### src/rtl/store_buffer.sv
// store_buffer: posted-write buffer between the MEM stage and data memory.
//
// Stores (word address, lane-aligned data, byte enables) are queued in a
// DEPTH-entry FIFO and drained oldest-first over a mem_req/mem_ack handshake.
// Loads probe the buffer combinationally: each needed byte lane is taken from
// the youngest matching entry. Full coverage -> ld_hit, partial -> ld_stall.
//
// Ports:
//   clk, rst_n                   clock, async active-low reset
//   st_valid/st_addr/st_wdata/st_be -> st_ready    store push
//   ld_valid/ld_addr/ld_be -> ld_hit/ld_data/ld_stall  load probe (comb)
//   mem_req/mem_addr/mem_wdata/mem_be <- mem_ack    head drain
//   count, empty                 occupancy
//
// Build option: define STORE_BUFFER_MERGE_EN to coalesce a store into the
// youngest entry (when it is not the head and no pop is happening) instead
// of allocating a new one.

// Per-byte-lane forwarding: picks the youngest hitting entry for one lane.
// hit/bytes are ordered by age, index 0 = oldest.
module store_buffer_lane #(
  parameter int DEPTH = 4
) (
  input  logic                  need,
  input  logic [DEPTH-1:0]      hit,
  input  logic [DEPTH-1:0][7:0] bytes,
  output logic                  found,
  output logic [7:0]            data
);
  always_comb begin
    found = 1'b0;
    data  = '0;
    if (need) begin
      // Later (younger) hits overwrite earlier ones.
      for (int k = 0; k < DEPTH; k++) begin
        if (hit[k]) begin
          found = 1'b1;
          data  = bytes[k];
        end
      end
    end
  end
endmodule

module store_buffer #(
  parameter int DEPTH = 4,
  parameter int CW    = 3
) (
  input  logic          clk,
  input  logic          rst_n,
  input  logic          st_valid,
  input  logic [31:0]   st_addr,
  input  logic [31:0]   st_wdata,
  input  logic [3:0]    st_be,
  output logic          st_ready,
  input  logic          ld_valid,
  input  logic [31:0]   ld_addr,
  input  logic [3:0]    ld_be,
  output logic          ld_hit,
  output logic [31:0]   ld_data,
  output logic          ld_stall,
  output logic          mem_req,
  output logic [31:0]   mem_addr,
  output logic [31:0]   mem_wdata,
  output logic [3:0]    mem_be,
  input  logic          mem_ack,
  output logic [CW-1:0] count,
  output logic          empty
);
  localparam int PW        = $clog2(DEPTH);
  localparam int NUM_LANES = 4;

  logic [29:0]   e_addr [DEPTH];
  logic [31:0]   e_data [DEPTH];
  logic [3:0]    e_be   [DEPTH];

  logic [PW-1:0] head, tail, tail_m1;
  logic [CW-1:0] cnt, cnt_nxt;
  logic          full, pop, push, merge, st_ok;
  logic [29:0]   st_word, ld_word;
  logic          unused_addr_lsb;

  assign st_word         = st_addr[31:2];
  assign ld_word         = ld_addr[31:2];
  assign unused_addr_lsb = ^{st_addr[1:0], ld_addr[1:0]};

  assign tail_m1 = tail - PW'(1);
  assign full    = (cnt == CW'(DEPTH));
  assign empty   = (cnt == '0);
  assign count   = cnt;
  assign st_ok   = st_valid && (st_be != 4'd0);

  // ---------------------------------------------------------------- drain
  assign mem_req   = !empty;
  assign mem_addr  = {e_addr[head], 2'b00};
  assign mem_wdata = e_data[head];
  assign mem_be    = e_be[head];
  assign pop       = mem_req && mem_ack;

  // ---------------------------------------------------------------- accept
`ifdef STORE_BUFFER_MERGE_EN
  // Merge only into the youngest entry, never the head (it may be on the bus),
  // and never while a pop moves the head underneath us.
  assign merge    = st_ok && (cnt >= CW'(2)) && !pop && (e_addr[tail_m1] == st_word);
  assign st_ready = !full || merge;
`else
  assign merge    = 1'b0;
  assign st_ready = !full;
`endif

  // A pop never frees space for a same-cycle push: st_ready depends on count only.
  assign push = st_ok && st_ready && !merge;

  always_comb begin
    cnt_nxt = cnt;
    if (push && !pop)      cnt_nxt = cnt + CW'(1);
    else if (!push && pop) cnt_nxt = cnt - CW'(1);
  end

  always_ff @(posedge clk or negedge rst_n) begin
    if (!rst_n) begin
      head <= '0;
      tail <= '0;
      cnt  <= '0;
    end else begin
      cnt <= cnt_nxt;
      if (push) tail <= tail + PW'(1);
      if (pop)  head <= head + PW'(1);
    end
  end

  always_ff @(posedge clk or negedge rst_n) begin
    if (!rst_n) begin
      for (int k = 0; k < DEPTH; k++) begin
        e_addr[k] <= '0;
        e_data[k] <= '0;
        e_be[k]   <= '0;
      end
    end else begin
      if (push) begin
        e_addr[tail] <= st_word;
        e_data[tail] <= st_wdata;
        e_be[tail]   <= st_be;
      end
      if (merge) begin
        e_be[tail_m1] <= e_be[tail_m1] | st_be;
        for (int i = 0; i < NUM_LANES; i++)
          if (st_be[i]) e_data[tail_m1][8*i +: 8] <= st_wdata[8*i +: 8];
      end
    end
  end

  // ---------------------------------------------------------------- probe
  // Re-order entries by age (0 = head/oldest) so the lane pick is a simple
  // "last hit wins" scan. Only occupied slots can match.
  logic [PW-1:0]                          age_idx [DEPTH];
  logic [DEPTH-1:0]                       age_match;
  logic [NUM_LANES-1:0][DEPTH-1:0]        lane_hit;
  logic [NUM_LANES-1:0][DEPTH-1:0][7:0]   lane_bytes;
  logic [NUM_LANES-1:0]                   lane_need, lane_found;
  logic                                   any_found, all_found;

  generate
    for (genvar k = 0; k < DEPTH; k++) begin : g_age
      assign age_idx[k]   = head + PW'(k);
      assign age_match[k] = (CW'(k) < cnt) && (e_addr[age_idx[k]] == ld_word);
    end
  endgenerate

  always_comb begin
    lane_hit   = '0;
    lane_bytes = '0;
    for (int i = 0; i < NUM_LANES; i++) begin
      for (int k = 0; k < DEPTH; k++) begin
        lane_hit[i][k]   = age_match[k] & e_be[age_idx[k]][i];
        lane_bytes[i][k] = e_data[age_idx[k]][8*i +: 8];
      end
    end
  end

  assign lane_need = {NUM_LANES{ld_valid}} & ld_be;

  generate
    for (genvar i = 0; i < NUM_LANES; i++) begin : g_lane
      store_buffer_lane #(.DEPTH(DEPTH)) u_lane (
        .need  (lane_need[i]),
        .hit   (lane_hit[i]),
        .bytes (lane_bytes[i]),
        .found (lane_found[i]),
        .data  (ld_data[8*i +: 8])
      );
    end
  endgenerate

  assign any_found = |lane_found;
  assign all_found = ((lane_found & lane_need) == lane_need);
  assign ld_hit    = any_found && all_found;
  assign ld_stall  = any_found && !all_found;

endmodule

### config.mk
export PLATFORM = sky130hd
export DESIGN_NAME = store_buffer
export DESIGN_NICKNAME = d
export VERILOG_FILES = /design/src/rtl/store_buffer.sv
export SDC_FILE = /design/constraint.sdc
export NUM_CORES = 1
export LEC_CHECK = 0
export BUFFER_PORTS_ARGS = -buffer_cell sky130_fd_sc_hd__buf_4
export CAP_MARGIN = 20
export CORE_MARGIN = 10
export CORE_UTILIZATION = 55
export CTS_CLUSTER_SIZE = 14
export DETAILED_ROUTE_END_ITERATION = 8
export GPL_ROUTABILITY_DRIVEN = 1
export GPL_TIMING_DRIVEN = 0
export PLACE_DENSITY = 0.76
export SETUP_SLACK_MARGIN = 0.2
export SKIP_LAST_GASP = 1
export SYNTH_ARGS = -nofsm -noshare
export SYNTH_HDL_FRONTEND = slang
export SYNTH_SLANG_ARGS = --single-unit
export TNS_END_PERCENT = 50
### constraint.sdc
create_clock -name clk -period 9.8 [get_ports clk]
set_clock_uncertainty 0.2 [all_clocks]
set_input_delay 2.45 -clock clk [delete_from_list [all_inputs] [get_ports clk]]
set_output_delay 2.45 -clock clk [all_outputs]
set_load 0.01 [all_outputs]
==> summary by stage, run 1 <==
Synth
The gate count after technology mapping is 1788. Counting flops and latches in the post-synthesis netlist gives 271. The simple-gate area share of the yosys netlist is 8.43%. The xor-xnor portion of the synthesized cell area is 5.05%.

After synthesis, the share of flip-flops with an asynchronous set or reset is 100%. The synthesized netlist devotes 10.2% of its cell area to compound gates. The synthesized area is between 15000 and 20000 um^2. In this run the mean area of a mapped cell was around 11 um^2.

By area, the combinational part of the netlist is dominated by multiplexers. The post-synthesis mux area share is 36.0%. The number of different library cells used by synthesis comes to 77. Summing the areas of all fa, ha and maj instances in the mapped netlist gives 0.585% of the synthesized area. Sequential cells were found to cover between 30% and 40% of the synthesized design area.

The synthesized design contains 0 enable-type register cells. The most used flip-flop cell after synthesis is sky130_fd_sc_hd__dfrtp_1. During synthesis, Yosys emitted a total of 0 warnings.

Route
For this run, design rule violations remaining after detail routing come to 0. The length of the first detailed-routing pass in iterations is 6. The mean number of vias per cell is 6.71. The iteration-0 DRC count of the detailed router is 1710.

The total routed wirelength is 77.1 mm. Dividing the detail-routed wire length by the instance count gives 30.8 um. The total number of vias is 16.8k.

In this run the remaining antenna-violating nets after routing total 0.

Setup path
The family of cells with the greatest summed delay on the critical path is buffers and inverters. The type of element launching the critical path is a register. The endpoint of the worst-slack reg-to-reg timing path is head[0]. The signal on the critical path passes through buf_4 -> buf_2 -> buf_2 -> buf_2 -> buf_2 -> buf_1 -> clkbuf_1 -> clkbuf_1 -> buf_1 -> clkbuf_1 -> a21oi_1 -> o22ai_1 -> buf_4. Counting both buffers and inverters, the worst setup path holds a total of 11. The startpoint identified for the worst register-to-register timing path is head[0]. The setup slack of the worst register-to-register path is ~3.8 ns. Measured in cells, the most critical reg-to-reg path has a length of 11. Of all nets on the critical path, the largest fanout is 10.

The cell type of the slowest stage on the worst timing path is sky130_fd_sc_hd__clkbuf_1. The required time reported for the critical path endpoint is 7.15 ns. For this run, the slowest stage of the critical path takes 0.72 ns.

At the worst endpoint, the arrival time is 6.60 ns. The kind of critical path is reg -> out. In this design, the critical path's most frequently occurring cell is sky130_fd_sc_hd__buf_2.

The kind of end point of the critical path is a primary output.

Pwr
Per report_power, the combinational group accounts for 62.6% of the total. The power per unit of standard cell area is 417 nW/um^2. The completed layout was analyzed and its total power is 0.00937 W. The analysis attributes to cell leakage a power of 9.73 nW. The internal power consumption is 0.00500 W. The worst vdd rail ir drop is between 0.3 and 0.4 mV. In this run, flip-flops and latches consume 23.6% of the power.

Of the total power, the share spent switching nets is 46.6%. The clock share of power is 13.8%. The net switching power of the design is 0.00437 W.

Timing
The final worst hold slack is 0.327 ns. The worst path in the final design needs a cycle of 9.25 ns, including I/O delays and setup. The final cycle utilization of the critical path is between 90% and 100%. The headroom to the max-slew limit is 20.9%. The setup TNS after final layout is 0 ns. Static timing analysis puts the maximum clock frequency at between 100 and 150 MHz. Setup violations remaining at the end of the flow were counted as 0.

For the pin with the worst max-slew slack, the measured transition is 1.19 ns. The final count of hold timing violations came to 0. Setup repair after global routing left no endpoint under its margin.

The number of slew-limit violations in the final report came to 0.

Die
The number of placement rows is 68. The placeable core region is 34500 um^2. The initial standard-cell utilization of the core is a little under three fifths.

The die covers 42900 um^2. During I/O placement, the number of pins put on the boundary was 217. The die boundary height is 207 um. The die boundary width is roughly 210 um.

Clock tree
The clock passes through at most 3 buffers. The number of buffers created by CTS is 34. The root buffer selected by CTS is sky130_fd_sc_hd__clkbuf_16. The tree built by TritonCTS fans out to 271 sinks. Post-CTS timing repair inserted 0 buffers for setup. The quantity of hold-fixing buffers added after cts is 0.

Post-CTS repair changed the size of 0 cells. The count of H-tree levels built during CTS is 2. The worst-skew pair later-pin latency is 0.55 ns. The TritonCTS clock tree is done. The clock-pin slew reported for the worst setup and hold paths after clock tree synthesis is roughly 0.06 ns.

Hold path
The worst hold path begins at e_data[36]. Counting instances, the worst hold path has a depth of 1. The kind of path behind the tightest hold check is reg -> reg. The worst hold path terminates at e_data[36].

Global route
The initial antenna violation count is 4. The first-pass GRT wire length is approximately 110 mm. The overflow left after global routing is 0. Entering global routing, the biggest net connects 125 pins. The via count of the first global-routing pass was 16.9k. The total routing usage reported by global routing is 34.4%.

Placement
Detailed placement finished with a half-perimeter wire length of 57.2 mm. The number of input and output port buffers inserted is 189. At the end of routability-driven placement, the weighted congestion stood at 1.03.

Job
The number of maximum-capacitance constraint violations is 0.

Final layout
The multi-input combinational cells in the finished layout cover a total of around 12000 um^2. After filler insertion, the fill cell instance count of the layout stands at 2749. The most common cell after layout, fill and taps aside is sky130_fd_sc_hd__mux2_2. In the final layout, flip-flops and latches occupy 6780 um^2. The library cells used most frequently in the layout, excluding fill and tap cells, are 326 x sky130_fd_sc_hd__mux2_2, 271 x sky130_fd_sc_hd__dfrtp_1, 243 x sky130_fd_sc_hd__mux2i_1, 195 x sky130_fd_sc_hd__buf_4, 116 x sky130_fd_sc_hd__nor2_1. The net count of the finished layout is approximately 2.1k. At the end of the flow the core is filled with cells to 65.1%.

The area growth from synthesis to layout is 16.8%. The proportion of layout cells with a drive suffix above 1 is 34.4%.

Status
The run finished with clean final reports.
-- cell families (layout without fill, tap and decap cells) --
kind of cell	Yosys count	in the layout
AO/OA/AOI/OAI	291	291
XOR/XNOR	111	111
adder cells (fa/ha/maj)	9	9
buffers and inverters	168	424
flip-flops	271	271
multiplexers	608	608
other	1	4
AND/OR/NAND/NOR	329	329
-- power by group through the flow --
stage	Clock, W	Sequential, W	Combinational (W)
floorplan	0	0.00204	0.00376
global placement	0	0.00215	0.00563
detailed placement	0	0.00221	0.00569
CTS	0.00130	0.00219	0.00573
global route	0.00135	0.00229	0.00612
finish	0.00129	0.00222	0.00587
-- sequential cells by signal, indices dropped and copies added, names as in the netlist --
name    cells
e_data    128
e_addr    120
e_be       16
count       3
head        2
tail        2
-- cells in the mapped netlist, types with 10 or more instances --
| cell | number | area share, % |
|---|---|---|
| sky130_fd_sc_hd__inv_1 | 19 | 0.37 |
| sky130_fd_sc_hd__mux4_2 | 34 | 4.0 |
| sky130_fd_sc_hd__nor4_1 | 10 | 0.32 |
| sky130_fd_sc_hd__o22ai_1 | 25 | 0.81 |
| sky130_fd_sc_hd__o21ai_1 | 19 | 0.49 |
| sky130_fd_sc_hd__nor2_1 | 116 | 2.3 |
| sky130_fd_sc_hd__nand2_1 | 66 | 1.3 |
| sky130_fd_sc_hd__a211oi_1 | 20 | 0.78 |
| sky130_fd_sc_hd__a21o_1 | 10 | 0.39 |
| sky130_fd_sc_hd__mux2_2 | 326 | 19 |
| sky130_fd_sc_hd__o211ai_1 | 19 | 0.74 |
| sky130_fd_sc_hd__xnor2_1 | 89 | 4.0 |
| sky130_fd_sc_hd__nand3_1 | 49 | 1.3 |
| sky130_fd_sc_hd__clkbuf_1 | 76 | 1.5 |
| sky130_fd_sc_hd__xor2_1 | 22 | 1.0 |
| sky130_fd_sc_hd__mux2i_1 | 243 | 13 |
| sky130_fd_sc_hd__and3_1 | 21 | 0.68 |
| sky130_fd_sc_hd__nand4_1 | 16 | 0.52 |
| sky130_fd_sc_hd__buf_2 | 32 | 0.83 |
| sky130_fd_sc_hd__dfrtp_1 | 271 | 35 |
| sky130_fd_sc_hd__a21oi_1 | 81 | 2.1 |
| sky130_fd_sc_hd__buf_1 | 15 | 0.29 |
| sky130_fd_sc_hd__o21ai_0 | 30 | 0.78 |
| sky130_fd_sc_hd__a211o_1 | 11 | 0.50 |
-- metrics by stage --
step,setup WS [ns],cells,area (um^2)
2_1_floorplan,1.92,1789,19300
3_3_place_gp,0.659,2433,21200
3_5_place_dp,0.636,2437,21300
4_1_cts,0.638,2497,22500
5_1_grt,0.406,2502,22500
6_report,0.549,2502,22500
-- area by class of cell --
class	instances	area share, %
antenna	2	0.0223
buffer	148	3.45
clock buffer	45	4.38
clock inverter	15	0.645
inverter	20	0.334
multi-input combinational	1350	51.7
sequential	271	30.2
tap	455	2.53
timing repair buffer	196	6.78
-- how the worst max path moves through the flow --
stage,start,end,slack [ns],cells after the start
2_1_floorplan,ld_addr[9],ld_data[13],1.92,11
3_3_place_gp,ld_addr[19],ld_hit,0.66,13
3_5_place_dp,ld_addr[19],ld_hit,0.64,13
4_1_cts,ld_addr[19],ld_hit,0.64,13
5_1_grt,ld_addr[19],ld_hit,0.41,14
6_report,head[0],ld_data[2],0.55,13
-- routing by layer --
metal  share of wire [%]  GRT usage [%]  vias to the layer above
met3                 9.6           8.09                      206
met4                 4.2           15.3                        2
met1                  39           43.9                     8485
met5               0.012              0                        -
met2                  47           54.7                     1020
li1                    -              -                     7085
Note: power is estimated with default switching activity, not from simulation.
==> run 2, diff against run 1 <==
--- a/config.mk
+++ b/config.mk
@@ -5,15 +5,14 @@
 export SDC_FILE = /design/constraint.sdc
 export NUM_CORES = 1
 export LEC_CHECK = 0
-export BUFFER_PORTS_ARGS = -buffer_cell sky130_fd_sc_hd__buf_4
 export CAP_MARGIN = 20
 export CORE_MARGIN = 10
-export CORE_UTILIZATION = 55
+export CORE_UTILIZATION = 45
 export CTS_CLUSTER_SIZE = 14
 export DETAILED_ROUTE_END_ITERATION = 8
+export DONT_BUFFER_PORTS = 1
 export GPL_ROUTABILITY_DRIVEN = 1
 export GPL_TIMING_DRIVEN = 0
-export PLACE_DENSITY = 0.76
 export SETUP_SLACK_MARGIN = 0.2
 export SKIP_LAST_GASP = 1
 export SYNTH_ARGS = -nofsm -noshare
==> run 2 against run 1 <==
Routed wire length shrank 3.5%. Worst hold slack worse by 0.0030 ns. Power shrank 6.9%. Clock power is 5% lower. Sequential power is essentially flat. Utilization decreased by 15 points. Non-clock buffer count shrank 194. Sequential share of layout area increased by 2.1 points. Global-route usage decreased by 6.3 points. Cell count down 4.4%. Cell area decreased by 6.6%. Die area rose by 20%.
==> summary by stage, run 2 (synthesis gave the netlist of run 1 again) <==
Status
The flow ran to the end, and the final reports show no timing, DRC or antenna violations.

Pwr
Internal power comes to 0.00458 W. The clock share of power is 13.9%. Summing internal, switching and leakage power gives a little under 0.009 W.

The net switching power of the design is 0.00414 W. Power spread over the standard cell area amounts to 416 nW/um^2. Of the total power, combinational logic draws 60.7%.

The switching portion of total power is 47.5%. Sequential cells account for 25.4% of the total power. The static leakage is 8.70 nW. The worst vdd rail ir drop is 0.205 mV.

Final layout
The layout overhead on the synthesized area is 9.03%. The number of flip-flops under the largest register name is about 130. The post-route non-filler standard cell count is 2391. In the final layout, the registers with the most flip-flops are e_data: 128 flops, e_addr: 120 flops, e_be: 16 flops. The number of fill cells in the layout is 3837. For this run, the post-layout net count is 1942. More flip-flops sit in one register than any other, and that register is e_data. Leaving out fill and tap cells, the most frequent cell in the layout is sky130_fd_sc_hd__mux2_2. In the final layout, the multi-input gates occupy 11600 um^2. Summing all flip-flop and latch instances after layout gives 6780 um^2. In the final layout, the share of cells above drive strength 1 is 27.3%.

In the layout the commonest cells are 326 x sky130_fd_sc_hd__mux2_2, 271 x sky130_fd_sc_hd__dfrtp_1, 243 x sky130_fd_sc_hd__mux2i_1, 116 x sky130_fd_sc_hd__nor2_1, 89 x sky130_fd_sc_hd__xnor2_1.

Placement
The estimated wirelength of the detail-placed design is approximately 55 mm. The final weighted congestion of routability-driven global placement is 1.02. Buffers placed on the I/O ports in this run total 0. The worst-case setup slack after placement is 0.669 ns. The number of placed instances, taps included, is roughly 2.3k.

Die
The I/O pin count is around 220. The placeable core region is 42100 um^2. The overall die area is 51500 um^2. The die is 227 um wide. The initial standard-cell utilization of the core is 45.7%.

The floorplan step set the die height to around 230 um. The initialized floorplan defines 75 standard-cell rows.

Route
In this run the remaining antenna-violating nets after routing total 0. Detailed routing inserted a total of 15.7k vias. The iteration-0 DRC count of the detailed router is 1700. The total routed wirelength is 74.4 mm. After detailed routing, the average wire length per cell comes to 31.1 um. For this run, the detailed router's first-pass iteration total came to 8.

The mean number of vias per cell is roughly 6.6. The DRC violations left is 0.

Timing
The post-route worst setup slack is about 0.55 ns. The slew of the pin with the lowest slew margin is 1.24 ns. The final count of hold timing violations is 0. The number of slew-limit violations in the final report is 0. Based on the critical path, the design can be clocked at up to 108 MHz.

The setup TNS after final layout is 0 ns. The worst path uses between 90% and 100% of the clock period. The count of endpoints failing setup in the final report is 0.

The post-route minimum period is 9.25 ns. Setup repair after global routing left no endpoint under its margin. In this run the tightest slew margin relative to its limit is 17.7%.

Global route
The first global-routing pass estimated 107 mm of wire. After global routing the overflow that remains totals 0. Entering global routing, the biggest net connects around 270 pins. The via count of the first global-routing pass is 15.7k.

The initial antenna violation count was 6. Global routing used 28.1% of the available tracks across all layers.

Clock tree
The worst-skew pair later-pin latency is 0.60 ns. CTS saw 271 sinks. The clock passes through at most 3 buffers. Clock-pin slew was measured on the worst setup and hold paths at around 0.060 ns. The number of setup buffers added after CTS is 0. The quantity of hold-fixing buffers added after cts is 0. The count of H-tree levels built during CTS is 1. The post-cts resize count is 0. The root buffer selected by CTS is sky130_fd_sc_hd__clkbuf_16. TritonCTS built the clock tree. The number of buffers created by CTS is 31.

Setup path
Measured in cells, the most critical reg-to-reg path has a length of 11. The worst register-to-register path begins at head[0]. The largest fanout of any net on the critical path is 10. The type of element launching the critical path is an input port.

The kind of critical path is in -> out. The end point of the critical path is ld_data[22]. The kind of end point of the critical path is a primary output. The setup slack of the worst register-to-register path is between 3 and 4 ns.

The endpoint of the worst-slack reg-to-reg timing path is head[0]. The worst setup path startpoint is ld_addr[25]. The required time reported for the critical path endpoint is 7.15 ns.

For the worst setup path, the data arrival time is 6.60 ns.

Hold path
The kind of path behind the tightest hold check is reg -> reg.

Job
The number of maximum-capacitance constraint violations is 0.
run 2: changes by cell type in the layout (fill, tap and decap cells not counted), sizes merged:
cell,change
diode,+1
clkinvlp,+1
buf,-193
bufinv,+2
inv,-1
clkinv,-2
clkbuf,-3
run 2: cell type report:
| class | instances | area share, % |
|---|---|---|
| inverter | 20 | 0.358 |
| tap | 539 | 3.21 |
| buffer | 148 | 3.70 |
| timing repair buffer | 2 | 0.0596 |
| multi-input combinational | 1350 | 55.4 |
| sequential | 271 | 32.3 |
| clock inverter | 15 | 0.876 |
| antenna | 3 | 0.0358 |
| clock buffer | 43 | 4.05 |
run 2: critical path: stages:
cell and delay, ns:
sky130_fd_sc_hd__clkbuf_1 0.41, sky130_fd_sc_hd__inv_1 0.23, sky130_fd_sc_hd__xnor2_1 0.18, sky130_fd_sc_hd__nor4_1 0.82, sky130_fd_sc_hd__nand4_1 0.30, sky130_fd_sc_hd__nor4_2 0.68, sky130_fd_sc_hd__and3_1 0.26, sky130_fd_sc_hd__clkbuf_1 0.45
sky130_fd_sc_hd__nand3_1 0.14, sky130_fd_sc_hd__a311oi_1 0.24, sky130_fd_sc_hd__a21oi_1 0.07, sky130_fd_sc_hd__nor2_1 0.36
run 2: power by group through the flow:
stage | clock network [W] | logic [W] | registers, W
after floorplan | 0 | 0.00376 | 0.00204
after global placement | 0 | 0.00514 | 0.00217
after detailed placement | 0 | 0.00519 | 0.00221
after CTS | 0.00123 | 0.00521 | 0.00220
after global routing | 0.00127 | 0.00555 | 0.00229
final | 0.00122 | 0.00530 | 0.00221
run 2: worst min path at each step:
stage,from,to,slack [ns],depth (start not counted)
after floorplan,e_data[100],e_data[100],0.29,1
after global placement,e_be[1],e_be[1],0.30,1
after detailed placement,e_be[1],e_be[1],0.31,1
after CTS,e_data[96],e_data[96],0.33,1
after global routing,e_be[13],e_be[13],0.34,1
final,e_data[116],e_data[116],0.32,1
run 2: per-stage QoR:
stage | hold WS, ns | area [um^2] | utilization, %
floorplan | 0.292 | 19300 | -
global route | 0.340 | 21000 | 49.8
finish | 0.324 | 21000 | 49.8
detailed placement | 0.313 | 19900 | 47.3
CTS | 0.327 | 21000 | 49.8
global placement | 0.302 | 19900 | 47.3
run 2: per-layer routing:
layer	wire (um)	GRT usage, %	up-vias
met4	3720	12.6	4
li1	-	-	6707
met3	6450	6.85	202
met2	35200	46.5	831
met1	29000	34.1	7960
met5	28	0	-
